### src/rtl/uart_rx.sv
// UART receive engine: synchronizes the serial line, drives the baud generator's
// start input and samples start/data/stop mid-bit into a valid/ready holding register.
module uart_rx #(
    parameter int DATA_BITS = 8
) (
    input  logic       clock,
    input  logic       reset,
    input  logic       rx,
    input  logic       baud_tick,
    output logic       baud_start,
    output logic [7:0] rx_data,
    output logic       rx_valid,
    input  logic       rx_ready,
    output logic       framing_error,
    output logic       overrun
);

    typedef enum logic [1:0] {
        IDLE  = 2'd0,
        START = 2'd1,
        DATA  = 2'd2,
        STOP  = 2'd3
    } state_t;

    // Data arrives in the shift register MSB; narrow frames are right-justified on completion.
    localparam int         JUSTIFY  = 8 - DATA_BITS;
    localparam logic [3:0] LAST_BIT = 4'(DATA_BITS - 1);

    state_t     state_q, state_d;
    logic       sync1_q, sync1_d;
    logic       rx_s_q, rx_s_d;
    logic       rx_d_q, rx_d_d;
    logic [3:0] bit_cnt_q, bit_cnt_d;
    logic [7:0] shift_q, shift_d;
    logic [7:0] rx_data_q, rx_data_d;
    logic       rx_valid_q, rx_valid_d;
    logic       framing_error_q, framing_error_d;
    logic       overrun_q, overrun_d;
    logic       line_fall;

    assign line_fall = rx_d_q && !rx_s_q;

    always_comb begin
        sync1_d         = rx;
        rx_s_d          = sync1_q;
        rx_d_d          = rx_s_q;
        state_d         = state_q;
        bit_cnt_d       = bit_cnt_q;
        shift_d         = shift_q;
        rx_data_d       = rx_data_q;
        rx_valid_d      = rx_valid_q;
        framing_error_d = 1'b0;
        overrun_d       = 1'b0;

        if (rx_valid_q && rx_ready) begin
            rx_valid_d = 1'b0;
        end

        case (state_q)
            IDLE: begin
                if (line_fall) begin
                    state_d = START;
                end
            end
            START: begin
                if (baud_tick) begin
                    if (!rx_s_q) begin
                        state_d   = DATA;
                        bit_cnt_d = 4'd0;
                    end else begin
                        state_d = IDLE;
                    end
                end
            end
            DATA: begin
                if (baud_tick) begin
                    shift_d   = {rx_s_q, shift_q[7:1]};
                    bit_cnt_d = bit_cnt_q + 4'd1;
                    if (bit_cnt_q == LAST_BIT) begin
                        state_d = STOP;
                    end
                end
            end
            STOP: begin
                if (baud_tick) begin
                    state_d = IDLE;
                    if (rx_s_q) begin
                        // A consumer taking the old byte this cycle frees the slot for the new one.
                        if (!rx_valid_q || rx_ready) begin
                            rx_data_d  = shift_q >> JUSTIFY;
                            rx_valid_d = 1'b1;
                        end else begin
                            overrun_d = 1'b1;
                        end
                    end else begin
                        framing_error_d = 1'b1;
                    end
                end
            end
            default: state_d = IDLE;
        endcase
    end

    always_ff @(posedge clock) begin
        if (reset) begin
            state_q         <= IDLE;
            sync1_q         <= 1'b1;
            rx_s_q          <= 1'b1;
            rx_d_q          <= 1'b1;
            bit_cnt_q       <= 4'd0;
            shift_q         <= 8'd0;
            rx_data_q       <= 8'd0;
            rx_valid_q      <= 1'b0;
            framing_error_q <= 1'b0;
            overrun_q       <= 1'b0;
        end else begin
            state_q         <= state_d;
            sync1_q         <= sync1_d;
            rx_s_q          <= rx_s_d;
            rx_d_q          <= rx_d_d;
            bit_cnt_q       <= bit_cnt_d;
            shift_q         <= shift_d;
            rx_data_q       <= rx_data_d;
            rx_valid_q      <= rx_valid_d;
            framing_error_q <= framing_error_d;
            overrun_q       <= overrun_d;
        end
    end

    assign baud_start    = (state_q == IDLE);
    assign rx_data       = rx_data_q;
    assign rx_valid      = rx_valid_q;
    assign framing_error = framing_error_q;
    assign overrun       = overrun_q;

endmodule

### config.mk
export PLATFORM = sky130hd
export DESIGN_NAME = uart_rx
export DESIGN_NICKNAME = d
export VERILOG_FILES = /design/src/rtl/uart_rx.sv
export SDC_FILE = /design/constraint.sdc
export NUM_CORES = 1
export LEC_CHECK = 0
export ABC_AREA = 1
export CAP_MARGIN = 0
export CORE_MARGIN = 2
export CORE_UTILIZATION = 58
export CTS_BUF_LIST = sky130_fd_sc_hd__clkbuf_8
export CTS_CLUSTER_SIZE = 16
export DETAILED_ROUTE_END_ITERATION = 10
export GPL_TIMING_DRIVEN = 0
export HOLD_SLACK_MARGIN = 0.05
export PLACE_DENSITY = 0.88
export SLEW_MARGIN = 20
export SYNTH_ARGS = -nofsm -noshare
export SYNTH_HDL_FRONTEND = slang
export SYNTH_SLANG_ARGS = --single-unit
### constraint.sdc
create_clock -name clock -period 2.16 [get_ports clock]
set_input_delay 0.648 -clock clock [delete_from_list [all_inputs] [get_ports clock]]
set_output_delay 0.648 -clock clock [all_outputs]
set_load 0.02 [all_outputs]
==> key figures, run 1 <==
Worst setup path
  – Reg2reg path depth: 6
  – CP Cell Sequence: nor2_1 -> clkdlybuf4s50_1
  – R2R setup slack: 0.93 ns
  – Critical path's largest stage delay: 0.63 ns
  – CP Capture Type: output port
  – Top delay family on crit path: buffers and inverters
  – Slowest CP cell: clkdlybuf4s50_1
  – Critical Path RT: 1.51 ns
  – Crit-path max FO: 5
  – CP Data Arrival Time: 1.45 ns
  – Reg-to-reg endpoint: bit_cnt_q[3]$_SDFFE_PP0P_
  – Crit path launch type: register
  – WP buf/inv: 1
  – Setup CP Type: reg2out

CTS
  – Post-CTS Resized: 0
  – Clock sink count: 28
  – Clock Latency Late Sink: 0.27 ns
  – Hold-fix buffers, CTS: 0
  – TritonCTS Buffers: 3
  – CTS Root Buffer Type: clkbuf_8
  – Clock buffer depth: 2
  – Number of setup buffers added after CTS: 0
  – CTS tree: done
  – Worst-path clk slew: 0.09 ns
  – H-Tree Depth: 1

Timing
  – Final Hold Viols: 0
  – Fin crit share: 97.2%
  – RSZ-0062 raised after global routing: no
  – Final worst path period need: 2.10 ns
  – Worst Max-Slew Pin Slew: 0.504 ns
  – Fmax: 0.476 GHz
  – Min Hold Slack: 0.433 ns
  – Relative slew slack: 66.4%
  – # setup viols final: 0
  – Setup TNS Final: 0 ns
  – Layout Skew: 0.00508 ns
  – Slew Limit Fails: 0

Floorplanning
  – IO Pins: 17
  – Die Area: 2230 sq um
  – Initial Util: 62.0%
  – Std cell rows: 15
  – Die Ht: 47.2 um
  – Core ar.: 1750 sq um
  – Die Wd: 47.2 um

Routing
  – Routed Antenna Nets: 0
  – Detailed-route vias per instance: 5.58
  – Via count: 987
  – Final wirelength: 2380 um
  – DRC: 0
  – Wire per inst: 13.4 um
  – DR pass1 iterations: 4
  – First DRT Iteration DRCs: 33

Synth
  – Syn nets: 138
  – Syn. warnings: 0
  – Syn Area/Cell: 8.20 sq um
  – Share of the yosys chip area belonging to registers: 51.8%
  – Yosys reg bits: 28
  – Post-synthesis cell count: 132
  – Synthesized cell area: 1080 sq um
  – Yosys cell types: 21

Global routing
  – First-pass GRT wire length: 3860 um
  – Initial antenna violation count: 0
  – Number of global-route vias before repair: 955
  – Largest net degree at the start of global routing: 16
  – Total congestion overflow: 0
  – Total track usage: 24.8%

Pwr
  – Cell leakage power: 0.534 nW
  – Sw Ratio: 21.8%
  – Worst vdd ir: 0.000540 V
  – Clock power frac: 35.5%
  – Total power: 905 uW
  – Cell internal pwr: 707 uW
  – Combinational power share: 5.9%
  – Pwr/cell area: 681 nW/um^2
  – P_sw: 197 uW
  – Share of power burned in registers: 58.5%

Final layout
  – Diode count: 0
  – Multi-input logic area: 459 sq um
  – Core Util, Final: 76.1%
  – Non-Filler Instances: 177
  – Register area: 561 sq um
  – Fillers: 124
  – Share of post-route cells with drive strength above 1: 10.5%
  – Final nets: 159
  – Area growth, synth to finish: 22.8%

Placed design
  – Dpl hpwl: 1610 um
  – Dpl cells: 173
  – Port Buffer Count: 16
  – Gpl congestion: 0.856

Worst hold path
  – Hold Crit Class: reg2reg
  – HP Start: rx_s_d$_SDFF_PP1_
  – Worst hold endpoint: rx_d_d$_SDFF_PP1_
  – Min-Delay Path Depth: 1

Job
  – MaxCap Viol Count: 0

Status
  – Outcome: completed
-- cell usage after synthesis --
library cell,number,area [sq um]
dfxtp_1,28,561
nand2_2,1,6.26
buf_1,1,3.75
nor3_1,2,10.0
nand4_1,10,62.6
buf_2,2,10.0
a21oi_1,16,80.1
inv_2,2,7.51
clkbuf_1,1,3.75
nor2_8,1,20.0
nor2_1,16,60.1
or2_2,2,12.5
buf_6,1,11.3
nand3_4,1,17.5
o21ai_0,11,55.1
inv_1,5,18.8
nand3_1,6,30.0
ha_1,1,12.5
nor2_2,1,6.26
buf_4,1,7.51
nand2_1,23,86.3
-- logic make-up (layout without fill, tap and decap cells) --
group,after synthesis,after routing,synth area share [%]
AOI/OAI and AO/OA,27,27,12.5
DFF,28,28,51.8
buffers and inverters,13,33,5.78
and+or+nand+nor,63,63,28.8
adders and majority gates,1,1,1.16
-- area by class of cell --
| type | instances | area share (%) |
|---|---|---|
| Inverter | 7 | 1.98 |
| Timing Repair Buffer | 16 | 12.1 |
| Multi-Input combinational cell | 91 | 34.6 |
| Clock buffer | 4 | 4.14 |
| Buffer | 6 | 2.73 |
| Sequential cell | 28 | 42.2 |
| Tap cell | 25 | 2.35 |
-- layout by cell type (no fill, tap or decap), types with 2 or more instances in the layout --
cell,n
o21ai_0,11
inv_1,5
nand3_1,6
dfxtp_1,28
buf_2,2
clkbuf_8,4
nor3_1,2
nand4_1,10
nand2_1,23
inv_2,2
nor2_1,16
clkdlybuf4s50_1,16
a21oi_1,16
or2_2,2
-- power by group through the flow --
stage / logic [mW] / registers [mW] / clock network (mW)
2_1_floorplan: 0.0314 / 0.540 / 0
3_3_place_gp: 0.0512 / 0.541 / 0
3_5_place_dp: 0.0528 / 0.542 / 0
4_1_cts: 0.0537 / 0.530 / 0.322
5_1_grt: 0.0592 / 0.531 / 0.333
6_report: 0.0536 / 0.530 / 0.321
-- how the worst max path moves through the flow --
stage,start,to,depth (start not counted)
after floorplan,state_q[0]$_SDFFE_PP0P_,baud_start,1
after CTS,state_q[0]$_SDFFE_PP0P_,baud_start,2
after global routing,state_q[0]$_SDFFE_PP0P_,baud_start,2
final,state_q[0]$_SDFFE_PP0P_,baud_start,2
after global placement,baud_tick,rx_data[1]$_SDFFE_PP0P_,6
after detailed placement,baud_tick,rx_data[1]$_SDFFE_PP0P_,6
-- per-layer routing --
| layer | global-route usage [%] | wire [um] | vias to the layer above |
|---|---|---|---|
| met5 | 0 | 0 | - |
| met4 | 15.0 | 56 | 0 |
| met3 | 2.31 | 123 | 7 |
| met2 | 43.3 | 1250 | 38 |
| met1 | 29.2 | 948 | 455 |
| li1 | - | - | 487 |
-- per-stage QoR --
stage | worst slack [ns] | instance area, sq um
final | 0.0602 | 1330
after detailed placement | 0.190 | 1270
after global placement | 0.233 | 1270
after CTS | 0.0652 | 1330
after global routing | 0.0254 | 1330
after floorplan | 0.839 | 1080
No activity file was read; power rests on OpenSTA's default activity.
==> inputs of run 2 (changes only) <==
--- a/config.mk
+++ b/config.mk
@@ -13,5 +13,4 @@
 export CTS_CLUSTER_SIZE = 16
 export DETAILED_ROUTE_END_ITERATION = 10
-export GPL_TIMING_DRIVEN = 0
 export HOLD_SLACK_MARGIN = 0.05
 export PLACE_DENSITY = 0.88
@@ -20,2 +19,3 @@
 export SYNTH_HDL_FRONTEND = slang
 export SYNTH_SLANG_ARGS = --single-unit
+export TNS_END_PERCENT = 30
==> constraint.sdc (replaced) <==
create_clock -name clock -period 2.16 [get_ports clock]
set_input_delay 0.432 -clock clock [delete_from_list [all_inputs] [get_ports clock]]
set_output_delay 0.432 -clock clock [all_outputs]
set_load 0.02 [all_outputs]
==> run 2 against run 1 <==
  * Non-clock buffer count is 5 lower
  * Clock skew is 0.00080 ns lower
  * Highest routed layer unchanged
  * First-iteration DRC count is 6.1% lower
  * Cell count is 3.4% lower
  * Clock-buffer cell count is 1 lower
  * Sequential share of layout area is 1.4 points higher
  * Combinational power is 8.4% lower
  * Critical path type unchanged
==> key figures, run 2 (synthesis results as in run 1) <==
Status
  – Outcome: completed

Routing
  – Detailed-route vias per instance: 5.51 (-1.2%)
  – Via count: 942 (-4.6%)
  – DRC: 0 (unchanged)
  – Final wirelength: 2160 um (-9.2%)
  – Routed Antenna Nets: 0 (unchanged)
  – First DRT Iteration DRCs: 31 (-6.1%)
  – DR pass1 iterations: 5 (+1)
  – Wire per inst: 12.6 um (-6.0%)

CTS
  – Hold-fix buffers, CTS: 0 (unchanged)
  – TritonCTS Buffers: 3 (unchanged)
  – Post-CTS Resized: 0 (unchanged)
  – Number of setup buffers added after CTS: 0 (unchanged)
  – CTS Root Buffer Type: clkbuf_8
  – Clock sink count: 28 (unchanged)
  – CTS tree: done
  – H-Tree Depth: 1 (unchanged)
  – Worst-path clk slew: 0.09 ns (about the same)
  – Clock Latency Late Sink: 0.27 ns (about the same)
  – Clock buffer depth: 2 (unchanged)

Placed design
  – Port Buffer Count: 16 (unchanged)
  – Dpl hpwl: 1520 um (-5.5%)
  – Dpl ws: 0.350 ns (+0.160 ns)
  – Gpl congestion: 0.848 (-0.98%)
  – Dpl cells: 168 (-2.9%)

Global routing
  – First-pass GRT wire length: 3510 um (-9.1%)
  – Initial antenna violation count: 0 (unchanged)
  – Number of global-route vias before repair: 861 (-9.8%)
  – Largest net degree at the start of global routing: 15 (-1)
  – Total track usage: 22.2% (-2.6 points)
  – Total congestion overflow: 0 (unchanged)

Timing
  – Setup WS post-layout: 0.324 ns (+0.264 ns)
  – Layout Skew: 0.00428 ns (-0.000804 ns)
  – Final worst path period need: 1.84 ns (-0.264 ns)
  – Fin crit share: 85.0% (-12 points)
  – # setup viols final: 0 (unchanged)
  – Setup TNS Final: 0 ns (unchanged)
  – Fmax: 0.545 GHz (+14%)
  – RSZ-0062 raised after global routing: no
  – Final Hold Viols: 0 (unchanged)
  – Relative slew slack: 70.4% (+4.0 points)
  – Worst Max-Slew Pin Slew: 0.443 ns (-0.0605 ns)
  – Slew Limit Fails: 0 (unchanged)

Final layout
  – Area growth, synth to finish: 18.8%
  – Diode count: 0 (unchanged)
  – Commonest non-fill, non-tap cell in the layout: dfxtp_1
  – Non-Filler Instances: 171 (-3.4%)
  – Most frequent cells in the layout: 28 x dfxtp_1, 23 x nand2_1, 16 x nor2_1, 16 x a21oi_1, 16 x clkdlybuf4s50_1
  – Final nets: 154 (-3.1%)
  – Share of post-route cells with drive strength above 1: 8.22% (-2.3 points)

Worst setup path
  – Critical Path RT: 1.73 ns (+0.22 ns)
  – Slowest CP cell: clkdlybuf4s50_1
  – CP Data Arrival Time: 1.40 ns (-0.05 ns)
  – CP Cell Sequence: nor2_1 -> clkdlybuf4s50_1
  – Crit path launch type: register
  – Crit-path max FO: 5 (unchanged)
  – Setup CP Type: reg2out
  – Critical path's largest stage delay: 0.62 ns (about the same)
  – CP Capture Type: output port

Floorplanning
  – Die Ht: 47.2 um (unchanged)
  – Initial Util: 62.0% (unchanged)
  – Die Area: 2230 sq um (unchanged)
  – Std cell rows: 15 (unchanged)
  – Core ar.: 1750 sq um (unchanged)
  – IO Pins: 17 (unchanged)
  – Die Wd: 47.2 um (unchanged)

Pwr
  – Pwr/cell area: 663 nW/um^2 (-2.7%)
  – Total power: 852 uW (-5.8%)
  – Cell leakage power: 0.513 nW (-3.9%)
  – Worst vdd ir: 0.000519 V (-3.8%)

Worst hold path
  – Hold Crit Class: reg2reg

Job
  – MaxCap Viol Count: 0 (unchanged)
run 2: final timing paths:
check                           slack [ns]                   endpoint  cells past startpoint               startpoint
worst min register to register        0.43          rx_d_d$_SDFF_PP1_                      1        rx_s_d$_SDFF_PP1_
worst min-delay path                  0.43          rx_d_d$_SDFF_PP1_                      1        rx_s_d$_SDFF_PP1_
worst max register to register        0.84  bit_cnt_q[3]$_SDFFE_PP0P_                      4        rx_d_d$_SDFF_PP1_
worst max-delay path                  0.32                 baud_start                      2  state_q[0]$_SDFFE_PP0P_
run 2: layout make-up:
cell class	count	area (sq um)
Clock buffer	3	41.3
Fill cell	136	459
Inverter	7	26.3
Multi-Input combinational cell	91	459
Sequential cell	28	561
Tap cell	25	31.3
Timing Repair Buffer	17	168
run 2: power breakdown:
group | leakage, nW | internal, mW | switching [mW]
sequential | 0.226 | 0.523 | 0.00869
clock | 0.0216 | 0.125 | 0.147
combinational | 0.265 | 0.0210 | 0.0281
total | 0.513 | 0.668 | 0.184
run 2: through the flow:
| step | utilization [%] | hold slack, ns | area (sq um) |
|---|---|---|---|
| 2_1_floorplan | - | 0.389 | 1080 |
| 3_3_place_gp | 71.3 | 0.402 | 1240 |
| 3_5_place_dp | 71.3 | 0.408 | 1240 |
| 4_1_cts | 73.7 | 0.430 | 1290 |
| 5_1_grt | 73.7 | 0.468 | 1290 |
| 6_report | 73.7 | 0.429 | 1290 |
run 2: layer usage:
metal	routed length [um]	up-vias	global-route usage, %
met2	1110	28	37.0
li1	-	470	-
met3	80	4	3.46
met5	0	-	0
met4	25	0	9.44
met1	945	440	28.6
run 2: worst max-delay path: cells and delay by family (launching register included):
family	cells	cell delay, ns
and+or+nand+nor	1	0.15
buffers and inverters	1	0.62
DFF	1	0.37
==> inputs of run 3 (changes only) <==
- CORE_UTILIZATION: 58 -> 54
- PLACE_DENSITY: 0.88 -> 0.83
- clock period: 2.16 -> 1.9 ns (I/O delays scaled with it)
==> run 3 against run 2 <==
  * First-iteration DRC count decreased by 26%
  * Sequential share of layout area fell by 0.79 points
  * Register-to-register slack got worse by 0.23 ns
  * Die area rose by 6.8%
  * Clock power increased by 33%
  * Via count increased by 0.11%
  * Clock-buffer cell count is 1 higher
  * Critical path type unchanged
  * Highest routed layer unchanged
==> key figures, run 3 (synthesis results as in run 1) <==
CTS
  – Hold-fix buffers, CTS: 0 (unchanged)
  – TritonCTS Buffers: 3 (unchanged)
  – Clock Latency Late Sink: 0.27 ns (about the same)
  – Clock sink count: 28 (unchanged)
  – Number of setup buffers added after CTS: 0 (unchanged)
  – Clock buffer depth: 2 (unchanged)
  – CTS tree: done
  – H-Tree Depth: 1 (unchanged)
  – Post-CTS Resized: 0 (unchanged)
  – Worst-path clk slew: 0.09 ns (about the same)
  – CTS Root Buffer Type: clkbuf_8

Worst hold path
  – Hold Crit Class: reg2reg

Routing
  – DRC: 0 (unchanged)
  – Detailed-route vias per instance: 5.39 (-2.2%)
  – Final wirelength: 2040 um (-5.6%)
  – Wire per inst: 11.7 um (-7.8%)
  – First DRT Iteration DRCs: 23 (-26%)
  – Routed Antenna Nets: 0 (unchanged)
  – DR pass1 iterations: 4 (-1)
  – Via count: 943 (+0.11%)

Global routing
  – Met2 Usage GRT: 31.3% (-5.7 points)
  – Total track usage: 18.5% (-3.7 points)
  – Initial antenna violation count: 0 (unchanged)
  – GR peak layer: met2
  – Number of global-route vias before repair: 845 (-1.9%)
  – First-pass GRT wire length: 3460 um (-1.2%)
  – Total congestion overflow: 0 (unchanged)
  – GRT met3 Usage: 3.37% (-0.087 points)
  – Largest net degree at the start of global routing: 16 (+1)
  – Met1 Use GR: 22.0% (-6.5 points)

Floorplanning
  – IO Pins: 17 (unchanged)
  – Std cell rows: 16 (+1)
  – Initial Util: 56.3% (-5.7 points)
  – Die Area: 2380 sq um (+6.8%)
  – Die Wd: 48.8 um (+3.3%)
  – Die Ht: 48.8 um (+3.3%)
  – Core ar.: 1920 sq um (+10%)

Worst setup path
  – Setup CP Type: reg2out
  – CP Cell Sequence: nor2_1 -> clkdlybuf4s50_1
  – CP Capture Type: output port
  – Critical path's largest stage delay: 0.62 ns (about the same)
  – Slowest CP cell: clkdlybuf4s50_1
  – Crit path launch type: register
  – Critical Path RT: 1.52 ns (-0.21 ns)
  – Crit-path max FO: 5 (unchanged)
  – WP buf/inv: 1 (unchanged)
  – Top delay family on crit path: buffers and inverters
  – CP Data Arrival Time: 1.40 ns (about the same)

Timing
  – Slew Limit Fails: 0 (unchanged)
  – Fin crit share: 93.7%
  – Setup TNS Final: 0 ns (unchanged)
  – Fmax: 0.562 GHz
  – Final Hold Viols: 0 (unchanged)
  – # setup viols final: 0 (unchanged)
  – RSZ-0062 raised after global routing: no
  – Final worst path period need: 1.78 ns
  – Layout Skew: 0.00299 ns (-0.00129 ns)
  – Worst Max-Slew Pin Slew: 0.456 ns (+0.0131 ns)
  – Relative slew slack: 69.6% (-0.87 points)

Pwr
  – Cell leakage power: 0.525 nW (+2.2%)
  – Worst vdd ir: 0.000550 V (+6.0%)
  – Pwr/cell area: 782 nW/um^2 (+18%)

Final layout
  – Non-Filler Instances: 175 (+2.3%)
  – Commonest non-fill, non-tap cell in the layout: dfxtp_1
  – Diode count: 0 (unchanged)
  – Most frequent cells in the layout: 28 x dfxtp_1, 23 x nand2_1, 16 x nor2_1, 16 x a21oi_1, 16 x clkdlybuf4s50_1
  – Core Util, Final: 68.2% (-5.5 points)
  – Share of post-route cells with drive strength above 1: 9.46% (+1.2 points)
  – Final nets: 155 (+0.65%)
  – Area growth, synth to finish: 21.0%

Placed design
  – Gpl congestion: 0.787 (-7.2%)
  – Port Buffer Count: 16 (unchanged)
  – Dpl hpwl: 1430 um (-5.9%)
  – Dpl cells: 171 (+1.8%)

Status
  – Outcome: completed

Job
  – MaxCap Viol Count: 0 (unchanged)
-- run 3: path summary, 6_finish.rpt --
path / startpoint / to / slack (ns) / depth (start not counted)
hold / removal: rx_s_d$_SDFF_PP1_ / rx_d_d$_SDFF_PP1_ / 0.42 / 1
setup / recovery: state_q[0]$_SDFFE_PP0P_ / baud_start / 0.12 / 2
hold reg to reg: rx_s_d$_SDFF_PP1_ / rx_d_d$_SDFF_PP1_ / 0.42 / 1
setup reg to reg: register / bit_cnt_q[3]$_SDFFE_PP0P_ / 0.61 / 5
-- run 3: area by class of cell --
| type | count | area (sq um) |
|---|---|---|
| Fill cell | 159 | 612 |
| Sequential cell | 28 | 561 |
| Multi-Input combinational cell | 91 | 459 |
| Timing Repair Buffer | 18 | 175 |
| Clock buffer | 4 | 55.1 |
| Tap cell | 27 | 33.8 |
| Inverter | 7 | 26.3 |
-- run 3: routing by layer --
layer	share of wire [%]	up-vias	routed length (um)
li1	-	475	-
met1	45	434	909
met2	50	32	1020
met3	4.8	2	97
met4	0.69	0	14
met5	0	-	0
-- run 3: power by group --
part / total (mW) / internal, mW / leakage [nW] / switching (mW)
clock: 0.362 / 0.185 / 0.0288 / 0.177
combinational: 0.0596 / 0.0249 / 0.270 / 0.0347
sequential: 0.602 / 0.594 / 0.226 / 0.00792
-- run 3: stage by stage --
stage	power [mW]	hold slack [ns]	area, sq um	setup slack (ns)
6_report	1.02	0.416	1310	0.119
5_1_grt	1.06	0.430	1310	0.0567
4_1_cts	1.03	0.416	1310	0.115
3_5_place_dp	0.675	0.395	1250	0.200
3_3_place_gp	0.673	0.404	1250	0.255
2_1_floorplan	0.649	0.389	1080	0.847
